[src/rtl/eth_rx_mii_framer.sv]
// ============================================================================
//  Module   : eth_rx_mii_framer
//  Purpose  : MII RX framer - preamble/SFD strip, byte assembly, FCS/length/status
//  Revision : 1.0
// ============================================================================
`default_nettype none

module eth_rx_mii_framer #(
   parameter int MIN_PRE   = 7,
   parameter int MIN_FRAME = 64,
   parameter int MAX_FRAME = 1518
) (
   input  logic        MRxClk,
   input  logic        prst_i,
   input  logic        MRxDV,
   input  logic [3:0]  MRxD,
   input  logic        MRxErr,
   output logic [7:0]  rx_data_o,
   output logic        rx_valid_o,
   output logic        rx_sof_o,
   output logic        rx_eof_o,
   output logic [15:0] rx_len_o,
   output logic        rx_crc_err_o,
   output logic        rx_short_o,
   output logic        rx_long_o,
   output logic        rx_phy_err_o,
   output logic        rx_dribble_o
);

   localparam logic [15:0] c_MIN_LEN = 16'(MIN_FRAME);
   localparam logic [15:0] c_MAX_LEN = 16'(MAX_FRAME);
   localparam logic [15:0] c_SAT_LEN = 16'(MAX_FRAME + 1);
   localparam logic [3:0]  c_MIN_PRE = 4'(MIN_PRE);
   localparam logic [31:0] c_POLY    = 32'hEDB88320;
   localparam logic [31:0] c_RESIDUE = 32'hDEBB20E3;

   typedef enum logic [2:0] {
      S_WAIT_IDLE = 3'd0,
      S_IDLE      = 3'd1,
      S_PRE       = 3'd2,
      S_DATA      = 3'd3,
      S_DROP      = 3'd4
   } state_t;

   state_t      r_state;
   logic [3:0]  r_pre_cnt;
   logic        r_phase;
   logic [3:0]  r_low;
   logic [15:0] r_byte_cnt;
   logic [31:0] r_crc;
   logic        r_phy_err;
   logic        r_first;

   logic [7:0]  w_byte;
   logic [31:0] w_crc_next;

   function automatic logic [31:0] f_crc_byte(input logic [31:0] crc, input logic [7:0] d);
      logic [31:0] c;
      c = crc ^ {24'd0, d};
      for (int i = 0; i < 8; i++)
         c = c[0] ? ((c >> 1) ^ c_POLY) : (c >> 1);
      return c;
   endfunction

   assign w_byte     = {MRxD, r_low};
   assign w_crc_next = f_crc_byte(r_crc, w_byte);

   always_ff @(posedge MRxClk) begin
      if (prst_i) begin
         r_state      <= S_WAIT_IDLE;
         r_pre_cnt    <= 4'd0;
         r_phase      <= 1'b0;
         r_low        <= 4'd0;
         r_byte_cnt   <= 16'd0;
         r_crc        <= 32'hFFFFFFFF;
         r_phy_err    <= 1'b0;
         r_first      <= 1'b0;
         rx_data_o    <= 8'd0;
         rx_valid_o   <= 1'b0;
         rx_sof_o     <= 1'b0;
         rx_eof_o     <= 1'b0;
         rx_len_o     <= 16'd0;
         rx_crc_err_o <= 1'b0;
         rx_short_o   <= 1'b0;
         rx_long_o    <= 1'b0;
         rx_phy_err_o <= 1'b0;
         rx_dribble_o <= 1'b0;
      end else begin
         rx_valid_o <= 1'b0;
         rx_sof_o   <= 1'b0;
         rx_eof_o   <= 1'b0;
         case (r_state)
            S_WAIT_IDLE: if (!MRxDV) r_state <= S_IDLE;
            S_IDLE: begin
               if (MRxDV) begin
                  if (MRxD == 4'h5) begin
                     r_state   <= S_PRE;
                     r_pre_cnt <= 4'd1;
                  end else begin
                     r_state <= S_DROP;
                  end
               end
            end
            S_PRE: begin
               if (!MRxDV) begin
                  r_state <= S_IDLE;
               end else if (MRxD == 4'h5) begin
                  if (r_pre_cnt != 4'hF) r_pre_cnt <= r_pre_cnt + 4'd1;
               end else if (MRxD == 4'hD && r_pre_cnt >= c_MIN_PRE) begin
                  r_state <= S_DATA;
                  r_first <= 1'b1;
               end else begin
                  r_state <= S_DROP;
               end
            end
            S_DATA: begin
               if (MRxDV) begin
                  if (MRxErr) r_phy_err <= 1'b1;
                  if (!r_phase) begin
                     r_low   <= MRxD;
                     r_phase <= 1'b1;
                  end else begin
                     r_phase <= 1'b0;
                     r_crc   <= w_crc_next;
                     if (r_byte_cnt != c_SAT_LEN) r_byte_cnt <= r_byte_cnt + 16'd1;
                     // Bytes past MAX_FRAME still feed the CRC but are not streamed
                     if (r_byte_cnt < c_MAX_LEN) begin
                        rx_valid_o <= 1'b1;
                        rx_data_o  <= w_byte;
                        rx_sof_o   <= r_first;
                        r_first    <= 1'b0;
                     end
                  end
               end else begin
                  r_state      <= S_IDLE;
                  rx_eof_o     <= 1'b1;
                  rx_len_o     <= r_byte_cnt;
                  rx_crc_err_o <= (r_crc != c_RESIDUE);
                  rx_short_o   <= (r_byte_cnt < c_MIN_LEN);
                  rx_long_o    <= (r_byte_cnt > c_MAX_LEN);
                  rx_phy_err_o <= r_phy_err;
                  rx_dribble_o <= r_phase;
                  r_byte_cnt   <= 16'd0;
                  r_crc        <= 32'hFFFFFFFF;
                  r_phy_err    <= 1'b0;
                  r_phase      <= 1'b0;
                  r_first      <= 1'b0;
               end
            end
            S_DROP: if (!MRxDV) r_state <= S_IDLE;
            default: r_state <= S_WAIT_IDLE;
         endcase
      end
   end

endmodule

`default_nettype wire
[config.mk]
export PLATFORM = sky130hd
export DESIGN_NAME = eth_rx_mii_framer
export DESIGN_NICKNAME = d
export VERILOG_FILES = /design/src/rtl/eth_rx_mii_framer.sv
export SDC_FILE = /design/constraint.sdc
export NUM_CORES = 1
export LEC_CHECK = 0
export ABC_AREA = 1
export CORE_ASPECT_RATIO = 0.5
export CORE_MARGIN = 2
export CORE_UTILIZATION = 45
export CTS_CLUSTER_DIAMETER = 40
export DETAILED_ROUTE_END_ITERATION = 16
export DONT_BUFFER_PORTS = 1
export PLACE_DENSITY = 0.63
export SLEW_MARGIN = 25
export SYNTH_ARGS = -nofsm -noshare
export SYNTH_HDL_FRONTEND = slang
export SYNTH_SLANG_ARGS = --single-unit
[constraint.sdc]
create_clock -name MRxClk -period 2.44 [get_ports MRxClk]
set_input_delay 0.122 -clock MRxClk [delete_from_list [all_inputs] [get_ports MRxClk]]
set_output_delay 0.122 -clock MRxClk [all_outputs]
set_load 0.1 [all_outputs]
Yosys cells after proc, flatten, opt, wreduce, memory -nomap -nowiden
Cells that the tools add are included.
- equal/unequal tests: 23
- reductions and logical operators: 17
- muxes and demuxes: 39
- bitwise operators: 13
- add/subtract/negate cells: 2
- magnitude comparators: 4
- operators by type and width (cell ; count):
    $mux 32 ; 10
    $not 13->14 ; 8
    $mux 16 ; 3
    $ne 32x32->1 const B ; 1
    $xor 32x8->32 ; 1
    $mux 4 ; 5
    $mux 3 ; 6
    $add 16x1->16 const B ; 1
    $gt 16x11->1 const B ; 1
    $lt 16x11->1 const B ; 1
    $lt 16x7->1 const B ; 1
    $ne 16x11->1 const B ; 1
    $ne 2x2->1 const B ; 8
    $mux 1 ; 12
    $reduce_and 6->1 ; 2
    $ne 3x3->1 const B ; 3
    $pmux 3 s3 ; 1
    $reduce_and 3->1 ; 3
    $pmux 4 s2 ; 1
    $eq 3x2->1 const B ; 2
    $ne 2x1->1 const B ; 3
    $reduce_and 2->1 ; 3
    $reduce_or 5->1 ; 1
    $add 4x1->4 const B ; 1
    other kinds (15) ; 19
- flip-flop bits (word level): 94
- bits of input ports: 8
- word-level logic and storage cells: 116
- output and inout port bits: 32

Logic depth before layout (Yosys ltp)
- depth in word-level cells: 19
- gate-level depth with buffers: 14
- mapped depth without buffers: 13

Worst setup path after synthesis
No wires, ideal clock.
- kind: register -> register
- start: register r_byte_cnt[0]
- end: register r_byte_cnt[11]
- cell stages (with the launch flop): 10
- path slack: 0.715 ns
- clock period less this slack: 1.725 ns
- path buffers: 1
- arrival: 1.597 ns
- data required time: 2.312 ns
- setup time: 0.128 ns
- path through: dfxtp_1 -> ha_1 -> nand3_1 -> nor4_4 -> nand2_2 -> nand2_4 -> buf_8 -> nor2_1 -> nor2_1 -> nor2_1
- cells in the longest elaborated chain, start to end: 4
- elaborated cells on any way between the ends: 7
- those cells by class: 1 x add/sub; 2 x eq/ne; 3 x mux; 1 x reduce/logical
- RTL lines (what ; line ; text):
    start, declared ; 49 ; logic [15:0] r_byte_cnt;
    start signal, assigned ; 125 ; if (r_byte_cnt != c_SAT_LEN) r_byte_cnt <= r_byte_cnt + 16'd1;
    $add 16x1->16 ; 125 ;
    $mux 16 ; 125 ;
    $mux 16 ; 119 ; if (!r_phase) begin
    $mux 16 ; 117 ; if (MRxDV) begin
Several ways; a longest one is shown, not always the timed one. The select of a mux whose other input is x is not followed.
A chain may end at the register's enable or synchronous reset.

Worst setup path in the final report
- start: register r_byte_cnt[0]
- end: register r_byte_cnt[5]
The elaborated chain is that of the path after synthesis.

==> run metrics <==
DR vias=5360; clk_lat worst skew=0.35 ns; initial antenna violation count=0; Max Slew Vio Count=0; Core Region=11200 µm²; dominant cells by area after synthesis=dfxtp_1, nand2_1, o21ai_0, nand3_1, nor2_1; root buf cell=clkbuf_16; H-Tree Depth=3; DP HPWL=10.1 mm; Worst Hold Depth=3; Min-Delay Endpoint=r_crc[1]; post-synthesis cell area=5290 µm²; IO Port Bufs=0; Placer Congestion=0.872; met1 Usage GRT=32.7%; GRT Util Overall=24.2%; R2R setup slack=0.18 ns; setup TNS=0 ns; Layout Cell Area excl Fill=6070 µm²; Yosys reg bits=94; maximum clock frequency=442 MHz; RSZ-0062 raised after global routing=false; R2R depth=8; antenna fix cells=0; Crit Path Max Fanout=6; grt ovf=0; I/O Pins=40; Die Area=12700 µm²; DIE HEIGHT=80.7 µm; fin crit share=92.6%; Yosys warnings=0; cell taking the most area after synthesis=dfxtp_1; final setup fails=0; Post-route DRC=0; Final Net Count=864; Mapped Nets=833; Via density=5.27; DR iter-0 viols=400; Post-Route WL=14.7 mm; Reg-to-Reg Start=r_byte_cnt[0]; EDFF count, synth=0; post-synthesis sequential area ratio=35.6%; worst ir drop on vdd=275 µV; vias in the first global route=4732; first-pass GRT wire length=23.9 mm; P_leak=2.76 nW; Worst Clk Skew=0.00596 ns; outcome=finished clean; DR WL/cell=14.5 µm; Bufs on Longest Clock Path=2; Worst slew margin=36.0%; worst setup path class=flip-flop to flip-flop; slew at the pin with the worst max-slew slack=0.959 ns; pwr/cell area=539 nW/µm²; Final min period=2.26 ns; Top FF cell, synth=dfxtp_1; Initial Util=47.2%; TritonCTS clock tree=yes; clk sinks=94; gr busiest metal=met2; largest net degree at the start of global routing=41; met3 usage=4.91%; layout cells sized above 1=9.08%; Max-cap violations=0; commonest cells in the netlist=nand2_1, dfxtp_1, nor2_1; syn_area_per_cell=6.43 µm²; final hold violation count=0; first drt pass iteration count=5; ys async rst share=0%; CP Capture Type=flip-flop; Rows=27; required time of the critical path=2.73 ns; crit start category=flip-flop; clk slew on worst S/H paths=0.07 ns; reg-to-reg endpoint=r_byte_cnt[5]; Post-DP Area=5610 µm²; Area growth syn-to-layout=14.8%; grt met2 use=39.5%; min-delay src=MRxDV; Util after Layout=54.2%; ANT nets after route=0; CP arrival=2.55 ns; Die Span X=157 µm; most frequent cell after synthesis=nand2_1; cells after synthesis=823; Hold Crit Class=primary input to flip-flop; post-synth top area share=35.6%; CTS Buf Count=9; Distinct cells, synth=37
==> cells by family after synthesis <==
| kind of cell | after synthesis | synth area share (%) |
|---|---|---|
| and+or+nand+nor | 450 | 36.7 |
| adders and majority gates | 2 | 0.473 |
| xor gates and xnor gates | 27 | 4.47 |
| DFF | 94 | 35.6 |
| AOI/OAI and AO/OA | 138 | 14.3 |
| buffers and inverters | 112 | 8.51 |
==> critical path, cell delays in order (launching register included) <==
cell and delay, ns:
dfxtp_1 0.46, inv_1 0.16, nor2_2 0.22, nand2_1 0.10, nor2_1 0.29, xor2_1 0.20, nand3_1 0.09, dlygate4sd3_1 0.58
a21oi_1 0.11
==> placed cells by master, fill, tap and decap left out, types with 3 or more instances in the layout <==
cell and count:
dlygate4sd3_1 11, inv_2 3, o21ai_1 3, nor2_4 3, o211ai_1 10, nand4_1 15
nor3_1 9, buf_4 35, nand2_1 254, a21oi_1 50, dfxtp_1 94, o21ai_0 67
xnor2_1 5, nand3_1 63, xor2_1 22, clkbuf_16 9, nor2_1 82, nor2_2 4
nand2_2 8, inv_1 82, nor4_1 4
==> report_power, final <==
part           internal (W)  switching, W  total (W)
clock              0.000897      0.000620    0.00152
sequential          0.00154    0.00000887    0.00155
combinational     0.0000660      0.000146   0.000212
total               0.00250      0.000775    0.00328
==> metrics by stage <==
| stage | instances | total power, W | setup WS (ns) | hold slack [ns] |
|---|---|---|---|---|
| final | 1018 | 0.00328 | 0.180 | 0.0109 |
| after CTS | 1016 | 0.00329 | 0.0384 | 0.000255 |
| after floorplan | 823 | 0.00174 | 0.715 | 0.257 |
| after global routing | 1018 | 0.00338 | 0.0371 | 0.00449 |
| after detailed placement | 988 | 0.00176 | 0.327 | 0.201 |
| after global placement | 988 | 0.00176 | 0.339 | 0.200 |
==> worst max-delay path by stage <==
stage	startpoint	end	slack [ns]	cells after the start
after floorplan	r_byte_cnt[0]	r_byte_cnt[11]	0.72	9
after global placement	r_state[2]	r_crc[13]	0.34	7
after detailed placement	r_state[2]	r_crc[31]	0.33	7
after CTS	r_byte_cnt[0]	r_byte_cnt[1]	0.04	7
after global routing	r_byte_cnt[0]	r_byte_cnt[5]	0.04	8
final	r_byte_cnt[0]	r_byte_cnt[5]	0.18	8
==> metal layers <==
layer | vias up | wire length (µm)
li1 | 2711 | -
met1 | 2490 | 7230
met2 | 142 | 6490
met3 | 17 | 845
met4 | 0 | 170
met5 | - | 0
==> registers in the layout, summed over array words and instances, names as in the netlist, 3 cells and up <==
| name | count |
|---|---|
| r_byte_cnt | 16 |
| r_crc | 32 |
| r_low | 4 |
| r_pre_cnt | 4 |
| r_state | 3 |
| rx_data_o | 8 |
| rx_len_o | 16 |
==> repair_timing <==
item                                   in CTS  in global routing
setup buffers                               0                  2
setup endpoints to repair                   0                  2
endpoints found under the hold margin      55                  0
resized for setup                           0                  2
hold buffers                               12                  0
==> area by class of cell <==
cell class	count	area (µm²)
sequential	94	1880
clock inverter	6	86.3
clock buffer	10	229
fill	1116	5140
multi-input combinational	617	2970
timing repair buffer	47	393
tap	159	199
inverter	85	319
(Power assumes the default switching activity.)
